===== config.mk =====
export PLATFORM = sky130hd
export DESIGN_NAME = program_loader_flat
export DESIGN_NICKNAME = d
export VERILOG_FILES = /design/src/rtl/mips_loader_pkg.sv /design/src/rtl/program_loader_if.sv /design/src/rtl/program_loader_word_packer.sv /design/src/rtl/program_loader.sv /design/src/flat_wrapper.sv
export SDC_FILE = /design/constraint.sdc
export NUM_CORES = 1
export LEC_CHECK = 0
export CORE_UTILIZATION = 25
export CTS_BUF_LIST = sky130_fd_sc_hd__clkbuf_4 sky130_fd_sc_hd__clkbuf_8
export DETAILED_ROUTE_END_ITERATION = 7
export GPL_ROUTABILITY_DRIVEN = 0
export SYNTH_ARGS = -nofsm -noshare
export SYNTH_HDL_FRONTEND = slang
export SYNTH_HIERARCHICAL = 1
export SYNTH_SLANG_ARGS = --single-unit

===== constraint.sdc =====
create_clock -name clk -period 2.1 [get_ports clk]
set_input_delay 0.42 -clock clk [delete_from_list [all_inputs] [get_ports clk]]
set_output_delay 0.42 -clock clk [all_outputs]
set_load 0.02 [all_outputs]

===== src/rtl/mips_loader_pkg.sv =====
// mips_loader_pkg: shared FSM states and stream framing constants for program_loader
//   LEN_BYTES  : bytes in the little-endian word-count header
//   WORD_BYTES : bytes per instruction word
package mips_loader_pkg;
  typedef enum logic [2:0] {LEN0, LEN1, DATA, CSUM, DONE, ERR} state_t;
  localparam int LEN_BYTES = 2;
  localparam int WORD_BYTES = 4;
endpackage


===== src/rtl/program_loader_if.sv =====
// program_loader_if: byte-stream handshake plus instruction-memory write port
//   in_valid/in_data/in_ready : byte stream, transfer when valid and ready
//   imem_we/imem_addr/imem_wdata : one-cycle word write strobe, address, data
//   master = stream source / memory sink side, slave = program_loader side
interface program_loader_if #(parameter int ADDR_W = 8);
  logic in_valid;
  logic [7:0] in_data;
  logic in_ready;
  logic imem_we;
  logic [ADDR_W-1:0] imem_addr;
  logic [31:0] imem_wdata;
  modport master(output in_valid, in_data, input in_ready, imem_we, imem_addr, imem_wdata);
  modport slave(input in_valid, in_data, output in_ready, imem_we, imem_addr, imem_wdata);
endinterface


===== src/rtl/program_loader_word_packer.sv =====
// word_packer: assembles LSB-first bytes into 32-bit words
//   clr        : drop any partial word (lane back to 0)
//   in_en      : accept in_byte this cycle
//   lane       : index of the next byte within the current word
//   word_valid : one-cycle pulse the cycle after the last byte of a word
//   word       : assembled word, stable while word_valid is high
module word_packer
  import mips_loader_pkg::*;
(
  input  logic        clk,
  input  logic        reset,
  input  logic        clr,
  input  logic        in_en,
  input  logic [7:0]  in_byte,
  output logic [1:0]  lane,
  output logic        word_valid,
  output logic [31:0] word
);
  always_ff @(posedge clk or posedge reset)
    if (reset) begin
      lane <= '0;
      word_valid <= 1'b0;
      word <= '0;
    end else begin
      word_valid <= in_en && lane == 2'(WORD_BYTES - 1);
      if (clr) lane <= '0;
      else if (in_en) begin
        lane <= lane + 2'd1;
        // shifting in from the top leaves the first byte in [7:0] after four bytes
        word <= {in_byte, word[31:8]};
      end
    end
endmodule


===== src/rtl/program_loader.sv =====
// program_loader: streams a length-prefixed program into instruction memory
//   clk, reset   : clock, asynchronous active-high reset
//   bus          : byte stream in, instruction-memory write port out
//   reload       : pulse in DONE/ERR to start a new load
//   cpu_reset    : holds the processor in reset until a load completes
//   done, error  : registered load status
//   words_loaded : words written during the current load
//   Optional macro LOADER_CHECKSUM_EN adds a mod-256 checksum trailer byte.
module program_loader
  import mips_loader_pkg::*;
#(
  parameter int ADDR_W = 8,
  parameter int MAX_WORDS = 256
) (
  input  logic                 clk,
  input  logic                 reset,
  program_loader_if.slave      bus,
  input  logic                 reload,
  output logic                 cpu_reset,
  output logic                 done,
  output logic                 error,
  output logic [15:0]          words_loaded
);
`ifdef LOADER_CHECKSUM_EN
  localparam state_t FIN = CSUM;
  logic [7:0] sum;
`else
  localparam state_t FIN = DONE;
`endif
  state_t state, nxt;
  logic rdy_en, acc, wv, last_byte;
  logic [7:0] len_lo;
  logic [15:0] n, len_in;
  logic [1:0] lane;
  logic [31:0] word;
  logic [ADDR_W-1:0] addr;
  // rdy_en keeps in_ready low until the first edge after reset releases
  assign bus.in_ready = rdy_en && state inside {LEN0, LEN1, DATA, CSUM};
  assign acc = bus.in_valid && bus.in_ready;
  assign len_in = {bus.in_data, len_lo};
  assign last_byte = acc && state == DATA && lane == 2'(WORD_BYTES - 1);
  assign bus.imem_we = wv;
  assign bus.imem_wdata = word;
  assign bus.imem_addr = addr;
  word_packer u_packer (
    .clk(clk),
    .reset(reset),
    .clr(state != DATA),
    .in_en(acc && state == DATA),
    .in_byte(bus.in_data),
    .lane(lane),
    .word_valid(wv),
    .word(word)
  );
  always_comb begin
    nxt = state;
    case (state)
      LEN0: nxt = acc ? LEN1 : LEN0;
      LEN1: if (acc) nxt = len_in == 16'd0 ? FIN : (32'(len_in) > MAX_WORDS ? ERR : DATA);
`ifdef LOADER_CHECKSUM_EN
      // leave DATA as the last byte lands so a trailer sent next cycle lands in CSUM
      DATA: if (last_byte && words_loaded + 16'd1 == n) nxt = CSUM;
      CSUM: nxt = acc ? (bus.in_data == sum ? DONE : ERR) : CSUM;
`else
      // wait for the final write strobe so DONE strictly follows it
      DATA: if (wv && words_loaded == n) nxt = DONE;
`endif
      DONE, ERR: nxt = reload ? LEN0 : state;
      default: nxt = LEN0;
    endcase
  end
  always_ff @(posedge clk or posedge reset)
    if (reset) begin
      state <= LEN0;
      rdy_en <= 1'b0;
      len_lo <= '0;
      n <= '0;
      addr <= '0;
      words_loaded <= '0;
      done <= 1'b0;
      error <= 1'b0;
      cpu_reset <= 1'b1;
`ifdef LOADER_CHECKSUM_EN
      sum <= '0;
`endif
    end else begin
      state <= nxt;
      rdy_en <= 1'b1;
      done <= nxt == DONE;
      error <= nxt == ERR;
      cpu_reset <= nxt != DONE;
      if (acc && state == LEN0) len_lo <= bus.in_data;
      if (acc && state == LEN1) n <= len_in;
      if (reload && state inside {DONE, ERR}) words_loaded <= '0;
      else if (last_byte) begin
        words_loaded <= words_loaded + 16'd1;
        addr <= words_loaded[ADDR_W-1:0];
      end
`ifdef LOADER_CHECKSUM_EN
      if (state == LEN0) sum <= '0;
      else if (acc && state == DATA) sum <= sum + bus.in_data;
`endif
    end
endmodule


===== src/flat_wrapper.sv =====
// flat-port wrapper written by rule: the top's interface ports become plain ports
module program_loader_flat import mips_loader_pkg::*;
#(
  parameter int ADDR_W = 8,
  parameter int MAX_WORDS = 256
)
  (clk, reset, reload, cpu_reset, done, error, words_loaded, bus_in_valid, bus_in_data, bus_in_ready, bus_imem_we, bus_imem_addr, bus_imem_wdata);
  program_loader_if #(.ADDR_W(ADDR_W)) bus_i ();
  input  logic clk;
  input  logic reset;
  input  logic reload;
  output logic cpu_reset;
  output logic done;
  output logic error;
  output logic [15:0] words_loaded;
  input wire logic [$bits(bus_i.in_valid)-1:0] bus_in_valid;
  input wire logic [$bits(bus_i.in_data)-1:0] bus_in_data;
  output wire logic [$bits(bus_i.in_ready)-1:0] bus_in_ready;
  output wire logic [$bits(bus_i.imem_we)-1:0] bus_imem_we;
  output wire logic [$bits(bus_i.imem_addr)-1:0] bus_imem_addr;
  output wire logic [$bits(bus_i.imem_wdata)-1:0] bus_imem_wdata;
  assign bus_i.in_valid = bus_in_valid;
  assign bus_i.in_data = bus_in_data;
  assign bus_in_ready = bus_i.in_ready;
  assign bus_imem_we = bus_i.imem_we;
  assign bus_imem_addr = bus_i.imem_addr;
  assign bus_imem_wdata = bus_i.imem_wdata;
  program_loader #(.ADDR_W(ADDR_W), .MAX_WORDS(MAX_WORDS)) u_core (.clk(clk), .reset(reset), .bus(bus_i), .reload(reload), .cpu_reset(cpu_reset), .done(done), .error(error), .words_loaded(words_loaded));
endmodule

* Word-level counts from Yosys, hierarchy flattened
Index checks and enable logic that the tools add are counted.
** Word-level totals
- Register bits after elaboration :: 90
- Output and inout bits :: 61
- Word-level logic and storage cells :: 56
** Cells by class
- Add/subtract/negate cells :: 2
- Magnitude comparators :: 1
- Eq/ne operators :: 11
- Muxes and demuxes :: 11
- Bitwise logic cells :: 2
- Reduce and logical (&&, ||, !) cells :: 17
** Operator list (count)
- 16-bit 2-to-1 mux :: 2
- 16-bit by 1-bit adder with 16-bit output, second input constant :: 1
- 16-bit equality test :: 1
- 16-bit by 9-bit > comparator with 1-bit output, second input constant :: 1
- 16-bit zero test :: 1
- 3-bit 2-to-1 mux :: 5
- 3-bit equality test, second input constant :: 4
- 3-bit case mux with 4 select lines :: 1
- 1-bit logical AND :: 8
- 3-bit by 2-bit equality test with 1-bit output, second input constant :: 2
- 2-bit nonzero test :: 3
- 2-bit 2-to-1 mux :: 2
- 2-bit AND reduction :: 2
- 4-bit nonzero test :: 1
- 3-bit by 1-bit equality test with 1-bit output, second input constant :: 1
- 3-bit zero test :: 1
- 3-bit by 2-bit inequality test with 1-bit output, second input constant :: 1
- 3-bit inequality test, second input constant :: 1
- 2-bit by 1-bit adder with 2-bit output, second input constant :: 1
- 2-bit equality test, second input constant :: 1
- 1-bit NOT :: 2
- 2-bit OR reduction :: 1
- 1-bit 2-to-1 mux :: 1

* Logic depth before layout (Yosys ltp)
- Depth after elaboration :: 8
- Gate-level depth with buffers :: 8
- Gate-level depth less buffers :: 5

* By module
The synthesis kept the hierarchy.
** By module, submodules not included
- program_loader :: times used 1, cells an instance 232, area each 2590.0 um^2
- word_packer :: times used 1, cells an instance 79, area each 1483.9 um^2

* Worst setup path after synthesis
OpenSTA, ideal clock, no wires.
- Path type :: reg2reg
- From :: reg u_core.state[2]
- To :: reg u_core.u_packer.word[10]
- Library setup time :: 0.125 ns
- Arrival time :: 1.972 ns
- Data required time :: 1.975 ns
- Path slack :: 0.003 ns
- Cell stages (with the launch flop) :: 8
- Path buffers :: 3
- Clock period less this slack :: 2.097 ns
- Cell sequence :: dfrtp_1 or3b_1 clkbuf_1 nor2_1 nor2b_4 buf_6 buf_12 mux2_4
** Between the ends
- Cells in the longest elaborated chain, start to end :: 6
- Elaborated cells between the ends (all ways) :: 11
- Those cells by class :: 4 x eq/ne; 1 x bitwise; 6 x reduce/logical
** RTL lines
- start: declaration :: line program_loader.sv:30 : state_t state, nxt;
- start signal: assignment :: line program_loader.sv:87 : state <= nxt;
- 3-bit by 1-bit equality test with 1-bit output (tied with other cells) :: line program_loader.sv:38 : assign bus.in_ready = rdy_en && state inside {LEN0, LEN1, DATA, CSUM};
- 4-bit nonzero test :: line program_loader.sv:38
- 1-bit logical AND :: line program_loader.sv:38
- 1-bit logical AND :: line program_loader.sv:39 : assign acc = bus.in_valid && bus.in_ready;
- 1-bit logical AND :: line program_loader.sv:49 : .in_en(acc && state == DATA),
- 2-bit AND reduction (no line) (*)
- end signal: assignment :: line program_loader_word_packer.sv:30 : word <= {in_byte, word[31:8]};
- end: declaration :: line program_loader_word_packer.sv:17 : output logic [31:0] word
Mark *: on every way between the ends. The rest lies on a longest branch, timed or not.
A chain may end at the register's enable or synchronous reset.

* Worst setup path in the final report
- From :: reg u_core.words_loaded[3]
- To :: out words_loaded[3]
** RTL lines
- start: declaration :: line program_loader.sv:22 : output logic [15:0] words_loaded
- start signal: assignment :: line program_loader.sv:96 : words_loaded <= words_loaded + 16'd1;
- end: declaration :: line flat_wrapper.sv:15 : output logic [15:0] words_loaded;
No word-level cell between the ends.

==> results.ini <==
[sta]
final_max_slew_viol_count = 0
rsz0062_at_grt = no
finalCritPeriodShare_pct = 96.2
finalClockSkew_ns = 0.0175
fmax_ghz = 0.495
slew-limit-headroom_pct = 65.3
setup_viol_count_final = 0
tightest_slew_ns = 0.516
finalHoldViolCount = 0
period_needed_ns = 2.02
timing.hold.ws_ns = 0.272

[grt]
grt_antenna_before_repair = 1
overflow = 0
grt_pass1_wl_um = 15300
first_global_vias = 2793
grt_max_degree = 56
grt_use_total_pct = 12.1

[clock_network]
clkTransAtPathRegs_ns = 0.09
clk_path_buf_depth = 2
htreeDepth = 3
hold_buffers = 0
cts_buffers = 9
root_buffer = clkbuf_8
cts_tree = done
clkLatencyLatePin_ns = 0.38
cts.sinks = 90

[synth]
postSynthCellCount = 311
synth.top_cell.area_share_pct = 54.7
synthArstFlopShare_pct = 100
postSynth.topFlopCell = dfrtp_1
syn_avg_cell_area_sq_um = 13.1
syn-cell-area_sq_um = 4070
syn_nets = 325
ys.warnings.count = 6
synthTopCellsByArea = dfrtp_1 (55%), mux2_4 (11%), mux2_2 (7.2%)
synth_edf_count = 0
yosys_register_bits = 90
ys_types = 51
yosys.area.top_type = dfrtp_1
yosysSeqAreaShare_pct = 55.3

[routing]
wl_per_cell_um = 14.7
via_per_inst = 4.29
dr_total_vias = 2704
drt_iter0_drc = 121
dr.pass1.iters = 4
ant_nets = 0
routed_wl_um = 9260
drcViolationCount = 0

[die]
start_util_pct = 25.6
io_pins = 73
core_sq_um = 15900
die-width_um = 130
rows = 46
dieArea_sq_um = 16800
die_h_um = 130

[outcome]
status = finished clean

[finish]
layout-drive-gt1-share_pct = 27.6
layout_commonest_cell = dfrtp_1
final_area_sq_um = 5410
nFillCells = 1617
layout_common_cells = dfrtp_1 (89), clkdlybuf4s50_1 (67), nand2_1 (34)
finalNetCount = 423
area_delta_synth_final_pct = 32.8

[power_and_ir_drop]
ir_drop_mv = 0.352
cellPowerDensity_nw_per_um2 = 743
p_leak_nw = 2.44

[run]
maxCapViolations = 0

[worst_setup_path]
critPathBufInv = 1
slowest_stage = clkdlybuf4s50_1
crit_arrival_ns = 1.60
crit_path_end_kind = output pin
cp_top_family = buffers and inverters
slowest_delay_ns = 0.68
cp_cell_sequence = clkdlybuf4s50_1
required_ns = 1.68
crit_type = reg -> out
crit_fanout = 9
cp-start-kind = flip-flop

[place]
io_buffers = 72
place_hpwl_um = 6710
dpl_cell_area_sq_um = 5190

[hold_path]
hold_class = in -> async

-- through the flow --
stage                     util [%]  std cells  total power [mW]  setup TNS (ns)  setup WS, ns
after floorplan                  -        311              2.71               0       0.00325
after global placement        32.7        611              2.99           -1.74        -0.411
after detailed placement      32.7        611              3.01           -2.55        -0.435
after CTS                     33.8        627              4.10               0      0.000778
after global routing          34.0        629              4.27               0       0.00936
final                         34.1        630              4.02               0        0.0803
-- cell families (layout without fill, tap and decap cells) --
group           after synthesis  after routing  synth area share [%]
compound gates               16             16                  3.35
xor+xnor                     27             27                  5.80
fa+ha+maj                     2              2                 0.614
buf+inv                      18            120                  3.22
flops                        90             90                  55.3
mux                          57             57                  18.5
other cells                   1              2                0.0920
simple gates                100            100                  13.1
-- synthesized netlist by cell type, drive strengths merged (2+ instances only) --
library cell and count:
and2 2, and3 3, and4 4, buf 10, clkbuf 5, dfrtp 89
ha 2, inv 3, mux2 56, nand2 34, nand3 9, nand4 7
nand4b 2, nor2 18, nor2b 3, nor3 2, nor3b 2, nor4 4
o211ai 3, o21ai 3, o31ai 3, or2 2, or4 3, xnor2 2
xor2 25
-- layer usage --
metal / share of wire [%] / GRT usage [%] / up-vias
li1: - / - / 1285
met1: 48 / 16.1 / 1337
met2: 45 / 18.3 / 73
met3: 5.3 / 4.00 / 9
met4: 1.3 / 4.31 / 0
met5: 0 / 0 / -
-- sequential cells by signal (all words and copies together), names as in the netlist --
register and cells:
u_core/done 1, u_core/error 1, u_core/words_loaded 16, u_core/cpu_reset 1
u_core/bus.imem_addr 8, u_core/u_packer/word 32, u_core/rdy_en 1, u_core/state 3
u_core/n 16, u_core/len_lo 8, u_core/u_packer/lane 2, u_core/u_packer/word_valid 1
-- repair_timing --
item / 4_1_cts / 5_1_grt
pin swaps: 2 / 5
gates resized for setup: 1 / 4
cloned: 0 / 1
setup endpoints to repair: 2 / 8
setup buffers: 1 / 1
-- worst paths after layout --
kind / depth (start not counted) / end / from / slack [ns]
worst max-delay path: 1 / words_loaded[3] / u_core/words_loaded[3] / 0.08
worst min-delay path: 2 / u_core/u_packer/word_valid / reset / 0.27
worst max register to register: 5 / u_core/u_packer/word[0] / u_core/state[2] / 0.13
worst min register to register: 2 / u_core/bus.imem_addr[4] / u_core/bus.imem_addr[4] / 0.48
max in group asynchronous: 3 / u_core/u_packer/word[31] / reset / 1.22
min in group clk: 3 / u_core/u_packer/word[31] / bus_in_data[7] / 0.46
-- report_power, final --
group / leakage (nW) / total (mW) / switching (mW) / internal [mW]
combinational: 1.16 / 0.774 / 0.325 / 0.449
clock: 0.0773 / 1.04 / 0.619 / 0.424
sequential: 1.20 / 2.20 / 0.201 / 2.00
-- layout make-up --
cell class	instances	area [sq um]	share of cell area (%)
multi-input combinational	203	1690	31.3
clock inverter	6	45.0	0.833
inverter	3	11.3	0.208
timing repair buffer	102	1010	18.7
tap	216	270	5.00
antenna	1	2.50	0.0463
clock buffer	9	124	2.29
sequential	90	2250	41.7
(Power assumes the default switching activity.)
